### config.mk
export PLATFORM = sky130hd
export DESIGN_NAME = start_accept_arbiter
export DESIGN_NICKNAME = d
export VERILOG_FILES = /design/src/rtl/start_accept_arbiter.sv
export SDC_FILE = /design/constraint.sdc
export NUM_CORES = 1
export LEC_CHECK = 0
export ABC_CLOCK_PERIOD_IN_PS = 1530
export CAP_MARGIN = 20
export CORE_UTILIZATION = 46
export DETAILED_ROUTE_END_ITERATION = 12
export PLACE_DENSITY = 0.74
export SKIP_LAST_GASP = 1
export SLEW_MARGIN = 10
export SYNTH_ARGS = -nofsm -noshare
export SYNTH_HDL_FRONTEND = slang
export SYNTH_SLANG_ARGS = --single-unit
### constraint.sdc
create_clock -name clk -period 1.53 [get_ports clk]
set_input_delay 0.306 -clock clk [delete_from_list [all_inputs] [get_ports clk]]
set_output_delay 0.306 -clock clk [all_outputs]
set_load 0.02 [all_outputs]
### src/rtl/start_accept_arbiter.sv
// Round-robin arbiter sharing one start/accept/cancel channel among NUM_REQ requesters.
// Define START_ACCEPT_ARBITER_SVA_EN to compile in protocol assertions and covers.
module start_accept_arbiter #(
    parameter int NUM_REQ = 4,
    parameter int MIN_GAP = 5,
    parameter int TIMEOUT = 64
) (
    input  logic               clk,
    input  logic               rst,
    input  logic [NUM_REQ-1:0] req,
    output logic [NUM_REQ-1:0] gnt,
    output logic [NUM_REQ-1:0] done,
    output logic [NUM_REQ-1:0] aborted,
    output logic               start,
    output logic               cancel,
    input  logic               accept,
    output logic               busy,
    output logic               err_early
);
    // state    | meaning
    // S_IDLE   | no transaction; arbitrate among req
    // S_START  | start pulse to resource, grant held
    // S_WAIT   | counting toward accept or timeout
    // S_CANCEL | cancel + aborted pulse, release grant
    // S_DONE   | done pulse, release grant

    localparam int PW = (NUM_REQ > 1) ? $clog2(NUM_REQ) : 1;
    localparam int CW = 10;
    localparam logic [CW-1:0] GAP_LAST = CW'(MIN_GAP - 1);
    localparam logic [CW-1:0] TO_LAST  = CW'(TIMEOUT - 1);
    localparam logic [CW-1:0] TO_MAX   = CW'(TIMEOUT);
    localparam logic [PW-1:0] IDX_LAST = PW'(NUM_REQ - 1);

    typedef enum logic [2:0] {S_IDLE, S_START, S_WAIT, S_CANCEL, S_DONE} state_t;

    state_t              state, state_next;
    logic [NUM_REQ-1:0]  gnt_q;
    logic [PW-1:0]       gidx, rr, sel, scan;
    logic [CW-1:0]       cnt;
    logic                err_q, found, held, in_gap, acc_legal, acc_early, timed_out;
    int                  idx;

    // Scan downward so the set bit nearest the rr pointer is written last and wins.
    always_comb begin
        sel   = '0;
        found = 1'b0;
        idx   = 0;
        scan  = '0;
        for (int i = NUM_REQ - 1; i >= 0; i--) begin
            idx = int'(rr) + i;
            if (idx >= NUM_REQ) idx = idx - NUM_REQ;
            scan = idx[PW-1:0];
            if (req[scan]) begin
                sel   = scan;
                found = 1'b1;
            end
        end
    end

    assign held      = |(req & gnt_q);
    assign in_gap    = (cnt < GAP_LAST);
    assign acc_legal = accept && !in_gap;
    assign acc_early = (state == S_WAIT) && held && accept && in_gap;
    assign timed_out = (cnt == TO_LAST);

    always_ff @(posedge clk or posedge rst) begin
        if (rst) state <= S_IDLE;
        else     state <= state_next;
    end

    always_comb begin
        state_next = state;
        case (state)
            S_IDLE:   if (found) state_next = S_START;
            S_START:  state_next = S_WAIT;
            S_WAIT: begin
                if (!held)          state_next = S_CANCEL;
                else if (acc_legal) state_next = S_DONE;
                else if (timed_out) state_next = S_CANCEL;
            end
            S_CANCEL: state_next = S_IDLE;
            S_DONE:   state_next = S_IDLE;
            default:  state_next = S_IDLE;
        endcase
    end

    always_ff @(posedge clk or posedge rst) begin
        if (rst) begin
            gnt_q <= '0;
            gidx  <= '0;
            rr    <= '0;
            cnt   <= '0;
            err_q <= 1'b0;
        end else begin
            case (state)
                S_IDLE: begin
                    if (found) begin
                        gnt_q <= NUM_REQ'(1) << sel;
                        gidx  <= sel;
                    end
                end
                S_START: cnt <= '0;
                S_WAIT:  if (cnt != TO_MAX) cnt <= cnt + 1'b1;
                S_CANCEL, S_DONE: begin
                    gnt_q <= '0;
                    cnt   <= '0;
                    rr    <= (gidx == IDX_LAST) ? '0 : gidx + 1'b1;
                end
                default: ;
            endcase
            if (acc_early) err_q <= 1'b1;
        end
    end

    assign gnt       = gnt_q;
    assign start     = (state == S_START);
    assign cancel    = (state == S_CANCEL);
    assign busy      = (state != S_IDLE);
    assign done      = (state == S_DONE)   ? gnt_q : '0;
    assign aborted   = (state == S_CANCEL) ? gnt_q : '0;
    assign err_early = err_q;

`ifdef START_ACCEPT_ARBITER_SVA_EN
    logic accept_legal, done_any, aborted_any;
    assign accept_legal = (state == S_WAIT) && acc_legal;
    assign done_any     = |done;
    assign aborted_any  = |aborted;

    a_gap: assert property (@(posedge clk) disable iff (rst)
        start |-> !accept_legal [*MIN_GAP]);
    a_no_cancel: assert property (@(posedge clk) disable iff (rst)
        start |=> (!cancel throughout done_any[->1]) or (!done_any throughout aborted_any[->1]));
    a_onehot: assert property (@(posedge clk) disable iff (rst) $onehot0(gnt));
    a_excl: assert property (@(posedge clk) disable iff (rst) !(start && cancel));

    c_complete: cover property (@(posedge clk) disable iff (rst)
        start ##1 (!cancel) [*1:$] ##0 done_any);
    c_timeout: cover property (@(posedge clk) disable iff (rst)
        (state == S_WAIT) && held && !acc_legal && timed_out ##1 cancel);
    c_withdraw: cover property (@(posedge clk) disable iff (rst)
        (state == S_WAIT) && !held ##1 cancel);
    c_wrap: cover property (@(posedge clk) disable iff (rst)
        (state == S_DONE || state == S_CANCEL) && gidx == IDX_LAST);
`endif
endmodule

==> summary.txt <==
STA
  • Tcrit/Tclk final: 1.15
  • Setup ws final: -0.227 ns
  • Post-layout min period: 1.76 ns
  • Worst-Margin Slew: 0.384 ns
  • Hold Fails Final Rpt: 0
  • Clk_skew: 0.0152 ns
  • Pins Over Slew Limit: 0
  • RSZ-0062 raised after global routing: yes
  • Finish-stage setup viols: 25
  • Fmax: 569 MHz
  • Slew HR: 0.742

Setup path
  • RR Endpoint: cnt[8]
  • FF-to-FF Start: state[0]
  • Crit. End Element: primary output
  • Reg2reg path depth: 8
  • Worst-path fanout max: 5
  • Slack of the worst reg-to-reg path: -0.14 ns
  • Crit path DAT: 1.45 ns
  • Worst EP required: 1.22 ns
  • Critical Path Start Type: flop
  • WS Path Type: flop to primary output

Floorplanning
  • Core Region: 2570 sq um
  • Top Ports: 23
  • DIE AREA: 3030 sq um
  • Die W: 55.1 um
  • Row count: 18
  • Initial Util: 0.505
  • Die H: 55.1 um

Cells and area
  • Ratio of cells with drive above 1 in the final layout: 0.435
  • Synth-to-layout area growth: 53.4%
  • Area of the multi-input gates: 817 sq um
  • N_diodes: 0
  • Reg area: 553 sq um
  • Fillers: 181
  • Fin area: 1990 sq um
  • Nets@finish: 198
  • Finished Layout Cells: 216
  • Final core utilization: 0.774

Synth
  • Syn_nets: 137
  • Sequential share of the synthesized area: 0.425
  • Area fraction of the dominant cell type after synthesis: 0.425
  • Register bit count reported by yosys: 22
  • Synthesis Warnings: 0
  • Async set or reset register ratio after synthesis: 1.00
  • Syn Area/Cell: 10.2 sq um
  • Synth cell types: 46
  • List of most frequent post-synthesis cells: 22 x dfrtp_1, 13 x nor2_1
  • Top_reg_cell synth: dfrtp_1
  • EDFF count, synth: 0
  • Top cells by area, synth: dfrtp_1 42%, xor2_1 4.1%, nor2_1 3.8%, a32o_1 3.1%, and2_1 2.9%
  • Synth Instances: 127
  • Cell Area, Synth: 1300 sq um
  • Cell taking the most area after synthesis: dfrtp_1
  • Count leader, synth: dfrtp_1

Detailed routing
  • Via Count: 1,205
  • Drt pass-1 iters: 4
  • Vias per Instance: 5.58
  • DRC: 0
  • Wirelength per Cell: 15.9 um
  • Initial drt markers: 21
  • WL final: 3440 um
  • Detail Route Antenna Nets: 0

CTS
  • CTS tree: done
  • Worst skew pair latency: 0.31 ns
  • H-Tree Depth: 1
  • Clock buffer depth: 2
  • CTS Hold Bufs: 0
  • TritonCTS Buffers: 3
  • Clock slew at the register clock pins of the worst setup and hold paths: 0.13 ns
  • Root Driver: clkbuf_4
  • CTS Sinks: 22

Global routing
  • Gr ovfl total: 0
  • Initial antenna violation count: 0
  • M1 GR Usage: 0.319
  • GRT busiest layer: met2
  • Met3 Use GR: 0.0601
  • Largest net degree at the start of global routing: 23
  • Met2 capacity usage during global routing: 0.452
  • Vias in the first global route: 1,151
  • First-pass GRT wire length: 5410 um
  • All-Layer GR Usage: 0.259

Power and ir drop
  • Reg power frac: 0.303
  • Clock Power Share: 0.086
  • Combinational power share: 0.611
  • Peak VDD IR: 0.00125 V
  • Sw Pwr: 1270 uW
  • Cell Pwr Density: 1570 nW/um^2
  • Switching share of power: 0.409
  • Internal power: 1840 uW
  • Lkg Pwr: 0.000920 uW

Run
  • Max cap viols: 0

Status
  • Run status: complete, but fails checks
  • Failing checks: negative setup slack

Hold path
  • Hold crit path type: primary input to async pin

Placed design
  • IO buf count: 22
  • DP Area: 1740 sq um
  • GPL Wtd Cong: 0.824
  • Detailed Place HPWL: 2450 um
  • Inst Count DP: 203
critical path: stages, from the launching register on:
cell	delay, ns
dfrtp_2	0.46
nor3b_4	0.30
buf_6	0.14
and2_4	0.13
buf_6	0.11
worst max-delay path by stage:
stage | startpoint | end | slack [ns] | cells after the start
floorplan | state[1] | gidx[0] | -0.05 | 4
global placement | req[0] | gnt[3] | -0.28 | 6
detailed placement | req[1] | gidx[1] | -0.31 | 5
CTS | state[1] | done[0] | -0.22 | 4
global route | state[0] | done[0] | -0.30 | 4
finish | state[0] | done[0] | -0.23 | 4
layout make-up:
cell class / instances / share of cell area
multi-input combinational: 98 / 0.411
sequential: 22 / 0.278
timing repair buffer: 59 / 0.273
tap: 30 / 0.0189
clock buffer: 3 / 0.0113
inverter: 4 / 0.00755
metal layers:
layer	vias up	share of wire
met5	-	0
met2	14	0.54
li1	595	-
met3	6	0.018
met1	590	0.43
met4	0	0.0099
metrics by stage:
stage          hold slack [ns]  TNS, ns  power (uW)  setup slack (ns)
5_1_grt                  0.350    -4.18        3290            -0.304
2_1_floorplan            0.295   -0.172        1820           -0.0529
3_3_place_gp             0.473    -4.44        2430            -0.280
3_5_place_dp             0.486    -4.91        2490            -0.311
4_1_cts                  0.313    -1.98        2940            -0.219
6_report                 0.299    -2.78        3110            -0.227
repair_timing:
action,in CTS,in global routing
setup endpoints to repair,24,25
setup buffers,10,6
pin swaps,12,5
endpoints found under the hold margin,0,0
resized for setup,85,22
sequential cells by signal, indices dropped and copies added (netlist names):
name,cells
cnt,10
err_early,1
gidx,2
gnt,4
rr,2
state,3
power by group through the flow:
stage | clock network [uW] | registers, uW | logic [uW]
detailed placement | 0 | 944 | 1540
global placement | 0 | 933 | 1500
global route | 292 | 968 | 2030
CTS | 268 | 931 | 1740
floorplan | 0 | 949 | 872
finish | 268 | 943 | 1900
cells in the final DEF, fill, tap and decap left out, drive strengths merged, types with 2 or more instances in the layout:
cell	count
nand2b	6
nor3	3
a21oi	3
mux2	3
inv	4
nand4	3
dfrtp	22
xor2	6
dlygate4sd2	5
nor4	3
clkdlybuf4s50	6
clkbuf	3
nand3	5
ha	3
a41o	2
nor2b	3
nor2	14
o31ai	2
buf	48
and2	6
and3	4
a32o	4
nand2	6
kinds of logic after synthesis:
kind of cell | after synthesis | synth area share
buf+inv | 7 | 0.0280
simple gates | 60 | 0.284
flops | 22 | 0.425
mux | 3 | 0.0261
fa+ha+maj | 3 | 0.0290
xor+xnor | 7 | 0.0473
compound gates | 25 | 0.161
Note: power is estimated with default switching activity, not from simulation.
